`src/rtl/conv77_line_feeder_if.sv`:
```
// Pixel-in / column-out bundle between a raster source and the 7x7 column feeder.
interface conv77_line_feeder_if #(
  parameter int BIT_WIDTH = 8
);
  logic                        pix_valid;
  logic                        pix_ready;
  logic signed [BIT_WIDTH-1:0] pix_in;
  logic                        hold;
  logic                        col_en;
  logic signed [BIT_WIDTH-1:0] col1;
  logic signed [BIT_WIDTH-1:0] col2;
  logic signed [BIT_WIDTH-1:0] col3;
  logic signed [BIT_WIDTH-1:0] col4;
  logic signed [BIT_WIDTH-1:0] col5;
  logic signed [BIT_WIDTH-1:0] col6;
  logic signed [BIT_WIDTH-1:0] col7;
  logic                        win_valid;
  logic                        frame_done;

  modport master (
    output pix_valid, pix_in, hold,
    input  pix_ready, col_en, col1, col2, col3, col4, col5, col6, col7,
           win_valid, frame_done
  );

  modport slave (
    input  pix_valid, pix_in, hold,
    output pix_ready, col_en, col1, col2, col3, col4, col5, col6, col7,
           win_valid, frame_done
  );
endinterface

```
`src/rtl/conv77_line_feeder.sv`:
```
// Raster-to-column feeder for a 7x7 convolution window: six line banks plus the live pixel.
// Optional CONV77_FEEDER_ZFILL_EN zeroes column taps whose source row lies above the frame.
module conv77_line_feeder #(
  parameter int BIT_WIDTH  = 8,
  parameter int IMG_WIDTH  = 28,
  parameter int IMG_HEIGHT = 28
) (
  input  logic                  clk,
  input  logic                  rst_n,
  conv77_line_feeder_if.slave   bus
);
  localparam int CW = (IMG_WIDTH  > 1) ? $clog2(IMG_WIDTH)  : 1;
  localparam int RW = (IMG_HEIGHT > 1) ? $clog2(IMG_HEIGHT) : 1;

  logic [CW-1:0] c_q, c_d;
  logic [RW-1:0] r_q, r_d;
  logic          accept;
  logic          last_col;
  logic          last_pix;

  logic [BIT_WIDTH-1:0] rd_data [6];
  logic [BIT_WIDTH-1:0] wr_data [6];
  logic [BIT_WIDTH-1:0] col_q   [7];
  logic                 col_en_q;
  logic                 win_valid_q;
  logic                 frame_done_q;

  assign bus.pix_ready = !bus.hold;
  assign accept        = bus.pix_valid && !bus.hold;
  assign last_col      = (c_q == CW'(IMG_WIDTH - 1));
  assign last_pix      = last_col && (r_q == RW'(IMG_HEIGHT - 1));

  always_comb begin
    c_d = c_q;
    r_d = r_q;
    if (accept) begin
      if (last_col) begin
        c_d = '0;
        r_d = last_pix ? '0 : r_q + 1'b1;
      end else begin
        c_d = c_q + 1'b1;
      end
    end
  end

  // Each column address is a 6-deep shift chain across the banks: read all, shift up, insert pixel.
  for (genvar gi = 0; gi < 6; gi++) begin : g_bank
    logic [BIT_WIDTH-1:0] mem_q [IMG_WIDTH];

    assign rd_data[gi] = mem_q[c_q];

    if (gi == 5) begin : g_top
      assign wr_data[gi] = bus.pix_in;
    end else begin : g_mid
      assign wr_data[gi] = rd_data[gi+1];
    end

    always_ff @(posedge clk) begin
      if (accept) begin
        mem_q[c_q] <= wr_data[gi];
      end
    end
  end

  always_ff @(posedge clk or negedge rst_n) begin
    if (!rst_n) begin
      c_q          <= '0;
      r_q          <= '0;
      col_en_q     <= 1'b0;
      win_valid_q  <= 1'b0;
      frame_done_q <= 1'b0;
      for (int k = 0; k < 7; k++) begin
        col_q[k] <= '0;
      end
    end else begin
      c_q          <= c_d;
      r_q          <= r_d;
      col_en_q     <= accept;
      win_valid_q  <= accept && (r_q >= RW'(6)) && (c_q >= CW'(6));
      frame_done_q <= accept && last_pix;
      if (accept) begin
        for (int k = 0; k < 6; k++) begin
`ifdef CONV77_FEEDER_ZFILL_EN
          // Tap k sources row r-6+k; rows above the frame top read as zero.
          col_q[k] <= (int'(r_q) < 6 - k) ? '0 : rd_data[k];
`else
          col_q[k] <= rd_data[k];
`endif
        end
        col_q[6] <= bus.pix_in;
      end
    end
  end

  assign bus.col_en     = col_en_q;
  assign bus.win_valid  = win_valid_q;
  assign bus.frame_done = frame_done_q;
  assign bus.col1       = col_q[0];
  assign bus.col2       = col_q[1];
  assign bus.col3       = col_q[2];
  assign bus.col4       = col_q[3];
  assign bus.col5       = col_q[4];
  assign bus.col6       = col_q[5];
  assign bus.col7       = col_q[6];
endmodule

```
`src/flat_wrapper.sv`:
```
// flat-port wrapper written by rule: the top's interface ports become plain ports
module conv77_line_feeder_flat 
#(
  parameter int BIT_WIDTH  = 8,
  parameter int IMG_WIDTH  = 28,
  parameter int IMG_HEIGHT = 28
)
  (clk, rst_n, bus_pix_valid, bus_pix_in, bus_hold, bus_pix_ready, bus_col_en, bus_col1, bus_col2, bus_col3, bus_col4, bus_col5, bus_col6, bus_col7, bus_win_valid, bus_frame_done);
  conv77_line_feeder_if #(.BIT_WIDTH(BIT_WIDTH)) bus_i ();
  input  logic clk;
  input  logic rst_n;
  input wire logic [$bits(bus_i.pix_valid)-1:0] bus_pix_valid;
  input wire logic [$bits(bus_i.pix_in)-1:0] bus_pix_in;
  input wire logic [$bits(bus_i.hold)-1:0] bus_hold;
  output wire logic [$bits(bus_i.pix_ready)-1:0] bus_pix_ready;
  output wire logic [$bits(bus_i.col_en)-1:0] bus_col_en;
  output wire logic [$bits(bus_i.col1)-1:0] bus_col1;
  output wire logic [$bits(bus_i.col2)-1:0] bus_col2;
  output wire logic [$bits(bus_i.col3)-1:0] bus_col3;
  output wire logic [$bits(bus_i.col4)-1:0] bus_col4;
  output wire logic [$bits(bus_i.col5)-1:0] bus_col5;
  output wire logic [$bits(bus_i.col6)-1:0] bus_col6;
  output wire logic [$bits(bus_i.col7)-1:0] bus_col7;
  output wire logic [$bits(bus_i.win_valid)-1:0] bus_win_valid;
  output wire logic [$bits(bus_i.frame_done)-1:0] bus_frame_done;
  assign bus_i.pix_valid = bus_pix_valid;
  assign bus_i.pix_in = bus_pix_in;
  assign bus_i.hold = bus_hold;
  assign bus_pix_ready = bus_i.pix_ready;
  assign bus_col_en = bus_i.col_en;
  assign bus_col1 = bus_i.col1;
  assign bus_col2 = bus_i.col2;
  assign bus_col3 = bus_i.col3;
  assign bus_col4 = bus_i.col4;
  assign bus_col5 = bus_i.col5;
  assign bus_col6 = bus_i.col6;
  assign bus_col7 = bus_i.col7;
  assign bus_win_valid = bus_i.win_valid;
  assign bus_frame_done = bus_i.frame_done;
  conv77_line_feeder #(.BIT_WIDTH(BIT_WIDTH), .IMG_WIDTH(IMG_WIDTH), .IMG_HEIGHT(IMG_HEIGHT)) u_core (.clk(clk), .rst_n(rst_n), .bus(bus_i));
endmodule
```
`config.mk`:
```
export PLATFORM = sky130hd
export DESIGN_NAME = conv77_line_feeder_flat
export DESIGN_NICKNAME = d
export VERILOG_FILES = /design/src/rtl/conv77_line_feeder_if.sv /design/src/rtl/conv77_line_feeder.sv /design/src/flat_wrapper.sv
export SDC_FILE = /design/constraint.sdc
export NUM_CORES = 1
export LEC_CHECK = 0
export BUFFER_PORTS_ARGS = -buffer_cell sky130_fd_sc_hd__buf_2
export CAP_MARGIN = 20
export CORE_ASPECT_RATIO = 0.75
export CORE_MARGIN = 3
export CORE_UTILIZATION = 37
export CTS_CLUSTER_DIAMETER = 150
export DETAILED_ROUTE_END_ITERATION = 10
export GPL_TIMING_DRIVEN = 0
export PLACE_DENSITY = 0.52
export SYNTH_ARGS = -nofsm -noshare
export SYNTH_HDL_FRONTEND = slang
export SYNTH_SLANG_ARGS = --single-unit
```
`constraint.sdc`:
```
create_clock -name clk -period 5.1 [get_ports clk]
set_input_delay 0.51 -clock clk [delete_from_list [all_inputs] [get_ports clk]]
set_output_delay 0.51 -clock clk [all_outputs]
set_load 0.02 [all_outputs]
```
**After elaboration in Yosys (flattened, before gate mapping)**

Memory sizes are Yosys's and may differ from the RTL's. A register that Yosys moved wholly into a read port is not among the register bits.
Index checks and enable logic that the tools add are counted.

- Register bits after elaboration: 61
- Bits in writable memories: 1344
- Memories kept: 6
- Output and inout bits: 60
- Logic and storage cells: 35

- Eq/ne operators: 2
- Add/subtract/negate cells: 2
- Reductions and logical operators: 8
- Muxes and demuxes: 4
- $lt $le $gt $ge: 2

Memories:

| memory | words | width | rd ports | clocked after Yosys merged registers in | write ports | RTL line | source |
|---|---|---|---|---|---|---|---|
| u_core.g_bank[0].mem_q | 28 | 8 | 1 | 1 | 1 | conv77_line_feeder.sv:48 | `logic [BIT_WIDTH-1:0] mem_q [IMG_WIDTH];` |
| u_core.g_bank[1].mem_q | 28 | 8 | 1 | 0 | 1 | conv77_line_feeder.sv:48 |  |
| u_core.g_bank[2].mem_q | 28 | 8 | 1 | 0 | 1 | conv77_line_feeder.sv:48 |  |
| u_core.g_bank[3].mem_q | 28 | 8 | 1 | 0 | 1 | conv77_line_feeder.sv:48 |  |
| u_core.g_bank[4].mem_q | 28 | 8 | 1 | 0 | 1 | conv77_line_feeder.sv:48 |  |
| u_core.g_bank[5].mem_q | 28 | 8 | 1 | 0 | 1 | conv77_line_feeder.sv:48 |  |

Operator list:

| cell | count |
|---|---|
| $add 5x1->5 const B | 2 |
| $eq 5x5->1 const B | 2 |
| $ge 5x3->1 const B | 2 |
| $mux 5 | 2 |
| $logic_and 1x1->1 | 5 |
| $logic_not 1->1 | 2 |
| $mux 1 | 2 |
| $reduce_and 2->1 | 1 |

**Logic depth before layout (Yosys ltp)**

Gate-level depths: netlist (run 1).

- Word-level depth: 4
- Mapped depth: 10

**Worst setup path before layout (run 1)**

Ideal clock, no wire load.

- Path type: register -> register
- Start point: register u_core.c_q[0]
- End point: memory u_core.g_bank[0].mem_q[10][0] (enable)
- Cell stages (with the launch flop): 9
- Setup slack: 1.017 ns
- Path buffers: 4
- Data arrival time: 3.629 ns
- Path through: dfrtp_1 > buf_6 > buf_4 > buf_4 > buf_2 > inv_1 > ha_1 > nand2_1 > nor2_1

RTL lines:

| element | RTL line | source |
|---|---|---|
| from (decl) | conv77_line_feeder.sv:15 | `logic [CW-1:0] c_q, c_d;` |
| from (signal assigned) | conv77_line_feeder.sv:67 | `c_q <= '0;` |
| from (signal assigned) | conv77_line_feeder.sv:76 | `c_q <= c_d;` |
| to (decl) | conv77_line_feeder.sv:48 |  |

No word-level cell before the write port.

==> qor.txt, run 1 <==
Clock buffer depth: 3
Hold endpoint: u_core.bus.col7[7]
Die W: 445.7 um
DR vias: 28,164
Max FO, Critical Path: 28
Share of cells above drive strength 1: 0.2400
CP arrival: 5040 ps
# DRC: 0
Port bufs: 71
Die height: 335.8 um
Initial antenna violation count: 5
Setup-failing EPs final: 0
Core Region: 143,400 sq um
Area of the multi-input gates: 11,010 sq um
Worst hold-check path type: primary input to flip-flop
First-pass GRT wire length: 221,400 um
Sequential area share after synthesis: 0.7845
R2R setup slack: 320 ps
Post-synth top cells: 1,344 x edfxtp_1, 298 x mux2i_1, 188 x mux4_2, 89 x o22ai_1, 75 x a22oi_1
Top achievable clock speed: 209.3 MHz
Largest net degree at the start of global routing: 43
Iter 0 DRT Violations: 3,824
Skew-Pair Late Insertion Delay: 760 ps
CTS Hold Bufs: 1
GRT Util Overall: 0.2131
Cts repair resizes: 0
Pre-CTS WS: 280.7 ps
Crit path kind: flip-flop to flip-flop
Root buf cell: clkbuf_16
Fin worst setup slack: 322.3 ps
CP Capture Type: flip-flop
Post-CTS repair timing setup buffer count: 0
Hold path cells: 3
Crit path required time: 5360 ps
Htree depth: 4
Nets: 2,930
Worst path slowest cell: nand2_1
Ys Warns: 0
CTS tree: yes
Final Cycle Share: 0.9368
DR pass1 iterations: 6
Synth Instances: 2,597
Clock Skew: 38.68 ps
CTS clock-pin slew for the worst setup and hold paths: 60 ps
RSZ-0062 raised after global routing: no
Vias in the first global route: 27,987
R2R depth: 8
Final Max Slew Viols: 0
TritonCTS Buffers: 144
Filler cells: 12,044
Placed Cells: 4,639
Synthesized cell area: 53,650 sq um
Slew headroom: 0.1991
Post-Syn Nets: 2,615
IR drop worst, VDD: 0.3881 mV
Final non-filler cell total: 4,923
Max Cap Viol: 0
Overall power: 37.68 mW
Worst path cell trace: buf_2, buf_2, buf_2, buf_2, mux2i_1, o22ai_1, nor4_1, nand2_1
Area leader, netlist: edfxtp_1
Clock period minus worst slack: 4778 ps
FF/Latch Area: 42,090 sq um
Placed cell area: 58,220 sq um
Routed Antenna Nets: 0
Area grow syn2layout: 18.01%
Status: finished, final reports clean
Pwr Density: 595.1 nW/um^2
Die Area: 149,600 sq um
Netlist cell types: 50
Fraction of registers with async set/reset: 0.04883
Finished Cell Area: 63,310 sq um
Startpoint types: flip-flop
FP Rows: 120
Gpl congestion: 0.8030
Number of synthesized flops with an enable pin: 1,344
CP max stage delay: 740 ps
Vias per cell: 5.721
Hold Crit Start: bus_pix_in[7]
Initial Util: 0.3742
Clk sink count: 1,413
Top cells by area, synth: edfxtp_1 75%, mux4_2 7.9%, mux2i_1 5.6%
Ys flop type: edfxtp_1
Mean Syn Cell Area: 20.66 sq um
Top-area cell type share of the netlist area: 0.7523
R2r startpoint: u_core.c_q[1]
Worst Tran Pin Value: 1201 ps
Remaining global-route overflow: 0
Top cell by count, worst path: buf_2
Top-count cell post-synth: edfxtp_1
Final WL: 159,800 um
IO Pins: 72
Yosys reg bits: 1,413
Final hold violation count: 0
FF-to-FF End: u_core.g_bank[4].mem_q[16][2]
Hold Slack: 198.1 ps
Leakage Power: 20.62 nW
Avg WL per Cell: 32.46 um
DP HPWL: 106,000 um
[flip-flops by register name (all words and copies together) (netlist names), 5 cells and up]
register             flops
u_core.r_q               5
u_core.bus.col1          8
u_core.bus.col2          8
u_core.c_q               5
u_core.bus.col4          8
u_core.bus.col6          8
u_core.bus.col5          8
u_core.bus.col7          8
u_core.bus.col3          8
u_core.g_bank.mem_q   1344
[metal layers]
| layer | part of all wire | vias up | routed length [um] | track usage |
|---|---|---|---|---|
| met5 | 0 | - | 0 | 0 |
| met4 | 0.031 | 0 | 4910 | 0.06974 |
| met3 | 0.088 | 264 | 14090 | 0.04129 |
| met2 | 0.44 | 1382 | 71100 | 0.3184 |
| met1 | 0.44 | 15079 | 69700 | 0.3145 |
| li1 | - | 11439 | - | - |
[cells by family (layout without fill, tap and decap cells)]
| kind of cell | Yosys count | after routing | share of synthesized area |
|---|---|---|---|
| DFF | 1413 | 1413 | 0.7845 |
| muxes | 517 | 517 | 0.1410 |
| AOI/OAI and AO/OA | 283 | 283 | 0.03822 |
| and+or+nand+nor | 226 | 226 | 0.02031 |
| buffers and inverters | 149 | 581 | 0.01409 |
| adders and majority gates | 6 | 6 | 0.001399 |
| xor gates and xnor gates | 3 | 3 | 0.0004899 |
| other | 0 | 3 | 0 |
[worst max-delay path: cells and delay by family, from the launching register on]
family	cells	cell delay, ps
AO/OA/AOI/OAI	1	110
buffers and inverters	4	1940
flip-flops	1	580
multiplexers	1	260
AND/OR/NAND/NOR	2	1330
[per-stage QoR]
step / setup TNS [ps] / util
after floorplan: 0 / -
after global placement: -3148090 / 0.3931
after detailed placement: 0 / 0.4060
after CTS: 0 / 0.4391
after global routing: 0 / 0.4415
final: 0 / 0.4415
[area by class of cell]
type                       instances  share of cell area
buffer                           142             0.01154
clock buffer                     195             0.06405
sequential                      1413              0.6648
antenna                            3           0.0001186
clock inverter                    68             0.01069
inverter                           7           0.0004150
multi-input combinational       1035              0.1739
timing repair buffer             169             0.03715
tap                             1891             0.03737
[layout by cell type (no fill, tap or decap), drive strengths merged, types with 6 or more instances in the layout]
| cell type | Yosys | routed |
|---|---|---|
| nor3 | 6 | 6 |
| mux4 | 188 | 188 |
| edfxtp | 1344 | 1344 |
| a22o | 19 | 19 |
| nand4 | 10 | 10 |
| nor4 | 9 | 9 |
| a221oi | 12 | 12 |
| a21oi | 14 | 14 |
| dfrtp | 69 | 69 |
| and2 | 6 | 6 |
| o22ai | 89 | 89 |
| bufinv | 0 | 13 |
| clkbuf | 48 | 244 |
| buf | 94 | 261 |
| nand2 | 72 | 72 |
| nor2b | 6 | 6 |
| ha | 6 | 6 |
| nand3 | 48 | 48 |
| mux2 | 31 | 31 |
| o22a | 17 | 17 |
| a211oi | 26 | 26 |
| a22oi | 75 | 75 |
| inv | 6 | 9 |
| a31oi | 16 | 16 |
| o21ai | 9 | 9 |
| clkinv | 1 | 49 |
| mux2i | 298 | 298 |
| nor2 | 49 | 49 |
[report_power, final]
| group | internal [mW] | switching [mW] | total, mW |
|---|---|---|---|
| Clock | 6.23 | 4.32 | 10.6 |
| Sequential | 16.1 | 0.302 | 16.4 |
| Combinational | 3.36 | 7.38 | 10.7 |
| Total | 25.7 | 12.0 | 37.7 |
[worst max-delay path by stage]
| stage | depth (start not counted) | slack (ps) | end | from |
|---|---|---|---|---|
| 2_1_floorplan | 8 | 1020 | u_core.g_bank[0].mem_q[10][0] | u_core.c_q[0] |
| 3_3_place_gp | 8 | -3010 | u_core.g_bank[2].mem_q[4][0] | u_core.c_q[0] |
| 3_5_place_dp | 8 | 280 | u_core.g_bank[0].mem_q[0][4] | u_core.c_q[1] |
| 4_1_cts | 8 | 250 | u_core.g_bank[0].mem_q[8][4] | u_core.c_q[0] |
| 5_1_grt | 8 | 170 | u_core.g_bank[4].mem_q[16][2] | u_core.c_q[1] |
| 6_report | 8 | 320 | u_core.g_bank[4].mem_q[16][2] | u_core.c_q[1] |
Note: power is estimated with default switching activity, not from simulation.
==> inputs of run 2 (changes only) <==
--- a/config.mk
+++ b/config.mk
@@ -7,13 +7,15 @@
 export LEC_CHECK = 0
 export BUFFER_PORTS_ARGS = -buffer_cell sky130_fd_sc_hd__buf_2
 export CAP_MARGIN = 20
+export CELL_PAD_IN_SITES_DETAIL_PLACEMENT = 1
+export CELL_PAD_IN_SITES_GLOBAL_PLACEMENT = 1
 export CORE_ASPECT_RATIO = 0.75
 export CORE_MARGIN = 3
 export CORE_UTILIZATION = 37
 export CTS_CLUSTER_DIAMETER = 150
 export DETAILED_ROUTE_END_ITERATION = 10
 export GPL_TIMING_DRIVEN = 0
-export PLACE_DENSITY = 0.52
+export PLACE_DENSITY = 0.56
 export SYNTH_ARGS = -nofsm -noshare
 export SYNTH_HDL_FRONTEND = slang
 export SYNTH_SLANG_ARGS = --single-unit
==> qor.txt, run 2 (same netlist as run 1, synthesis figures left out) <==
DR pass1 iterations: 5 (was 6)
TritonCTS Buffers: 145 (was 144)
Worst Tran Pin Value: 1177 ps (was 1201 ps)
Worst hold-check path type: primary input to flip-flop (unchanged)
Avg WL per Cell: 34.16 um (was 32.46 um)
Clock buffer depth: 3 (unchanged)
Status: finished, final reports clean (unchanged)
Setup-failing EPs final: 0 (unchanged)
Commonest non-fill, non-tap cell in the layout: edfxtp_1 (unchanged)
CTS tree: yes (unchanged)
Vias in the first global route: 29,301 (was 27,987)
Hold endpoint: u_core.bus.col7[7] (unchanged)
Hold path cells: 3 (unchanged)
Crit path kind: flip-flop to flip-flop (unchanged)
Commonest cells after routing, fill and taps aside: 1,344 x edfxtp_1, 298 x mux2i_1, 188 x mux4_2 (unchanged)
Top achievable clock speed: 203.3 MHz (was 209.3 MHz)
Max reg flops: 1,344 (unchanged)
Final hold violation count: 0 (unchanged)
Final Max Slew Viols: 0 (unchanged)
Initial antenna violation count: 2 (was 5)
Clk sink count: 1,413 (unchanged)
R2R depth: 8 (unchanged)
Reg with most FFs: u_core.g_bank.mem_q (unchanged)
IR drop worst, VDD: 0.3039 mV (was 0.3881 mV)
DR vias: 28,444 (was 28,164)
Remaining global-route overflow: 0 (unchanged)
# DRC: 0 (unchanged)
Max FO, Critical Path: 28 (unchanged)
R2r startpoint: u_core.c_q[1] (unchanged)
Initial Util: 0.3742 (unchanged)
Area grow syn2layout: 18.38% (was 18.01%)
Routed Antenna Nets: 0 (unchanged)
Die W: 445.7 um (unchanged)
Cts repair resizes: 0 (unchanged)
GRT Util Overall: 0.2246 (was 0.2131)
Core Region: 143,400 sq um (unchanged)
DP HPWL: 112,700 um (was 106,000 um)
Startpoint types: flip-flop (unchanged)
First-pass GRT wire length: 233,500 um (was 221,400 um)
Iter 0 DRT Violations: 3,436 (was 3,824)
FF-to-FF End: u_core.g_bank[4].mem_q[19][2] (was u_core.g_bank[4].mem_q[16][2])
Clock Skew: 28.96 ps (was 38.68 ps)
Final Util: 0.4429 (was 0.4415)
R2R setup slack: 180 ps (was 320 ps)
Crit path required time: 5350 ps (was 5360 ps)
Final WL: 168,400 um (was 159,800 um)
Pwr Density: 595.0 nW/um^2 (was 595.1 nW/um^2)
Root buf cell: clkbuf_16 (unchanged)
Htree depth: 4 (unchanged)
Leakage Power: 20.68 nW (was 20.62 nW)
Post-CTS repair timing setup buffer count: 0 (unchanged)
Max Cap Viol: 0 (unchanged)
Nets: 2,942 (was 2,930)
Die height: 335.8 um (unchanged)
Largest net degree at the start of global routing: 42 (was 43)
Hold Slack: 198.6 ps (was 198.1 ps)
RSZ-0062 raised after global routing: no (unchanged)
CP Capture Type: flip-flop (unchanged)
Clock period minus worst slack: 4918 ps (was 4778 ps)
Vias per cell: 5.772 (was 5.721)
Hold Crit Start: bus_pix_in[7] (unchanged)
Port bufs: 71 (unchanged)
Skew-Pair Late Insertion Delay: 780 ps (was 760 ps)
CP arrival: 5170 ps (was 5040 ps)
Share of cells above drive strength 1: 0.2414 (was 0.2400)
Gpl congestion: 0.7759 (was 0.8030)
Slew headroom: 0.2150 (was 0.1991)
Final Cycle Share: 0.9644 (was 0.9368)
CTS Hold Bufs: 1 (unchanged)
Die Area: 149,600 sq um (unchanged)
CTS clock-pin slew for the worst setup and hold paths: 60 ps (about the same)
IO Pins: 72 (unchanged)
FP Rows: 120 (unchanged)
-- run 2: cell count changes in the layout (fill, tap and decap cells not counted), sizes merged --
| cell | delta |
|---|---|
| clkinvlp | +3 |
| clkbuf | -11 |
| inv | +5 |
| bufinv | -3 |
| buf | +12 |
| clkinv | +1 |
| diode | -2 |
-- run 2: where the power goes --
part,internal [mW],switching [mW],total (mW)
combinational,3.41,7.57,11.0
clock,5.98,4.44,10.4
sequential,16.1,0.305,16.4
-- run 2: routing by layer --
| metal | vias up | GRT usage | wire length (um) |
|---|---|---|---|
| met3 | 235 | 0.03613 | 12050 |
| met4 | 0 | 0.06605 | 4382 |
| li1 | 11438 | - | - |
| met2 | 1131 | 0.3369 | 75140 |
| met5 | - | 0 | 0 |
| met1 | 15640 | 0.3382 | 76780 |
-- run 2: worst max path at each step --
| stage | startpoint | endpoint | slack [ps] | cells past startpoint |
|---|---|---|---|---|
| after CTS | u_core.c_q[1] | u_core.g_bank[4].mem_q[19][2] | 120 | 8 |
| after floorplan | u_core.c_q[0] | u_core.g_bank[0].mem_q[10][0] | 1020 | 8 |
| after detailed placement | u_core.c_q[1] | u_core.g_bank[4].mem_q[19][2] | 150 | 8 |
| after global placement | u_core.c_q[0] | u_core.g_bank[3].mem_q[14][2] | -3110 | 8 |
| after global routing | u_core.c_q[1] | u_core.g_bank[4].mem_q[19][2] | 2 | 8 |
| final | u_core.c_q[1] | u_core.g_bank[4].mem_q[19][2] | 180 | 8 |
-- run 2: cell type report --
cell class | count | area [sq um]
Fill cell | 13210 | 79880
Clock buffer | 185 | 3954
Timing Repair Buffer | 180 | 2683
Inverter | 7 | 26.28
Antenna cell | 1 | 2.502
Clock inverter | 74 | 644.4
Multi-Input combinational cell | 1035 | 11010
Sequential cell | 1413 | 42090
Buffer | 142 | 733.2
Tap cell | 1891 | 2366
-- run 2: worst max-delay path, stage by stage (launching register included) --
cell     delay, ps
dfrtp_1        650
buf_2          330
buf_2          450
buf_2          580
buf_2          560
mux2i_1        250
o22ai_1        110
nor4_1         620
nand2_1        780
-- run 2: stage by stage --
stage	area, sq um	setup WS [ps]	setup TNS, ps	power [mW]	cells
5_1_grt	63510	2.415	0	39.09	4927
3_3_place_gp	56370	-3110	-3349650	26.08	4559
4_1_cts	63170	119.5	0	37.52	4911
2_1_floorplan	53650	1017	0	21.91	2597
6_report	63510	181.5	0	37.79	4928
3_5_place_dp	58560	148.2	0	27.13	4651
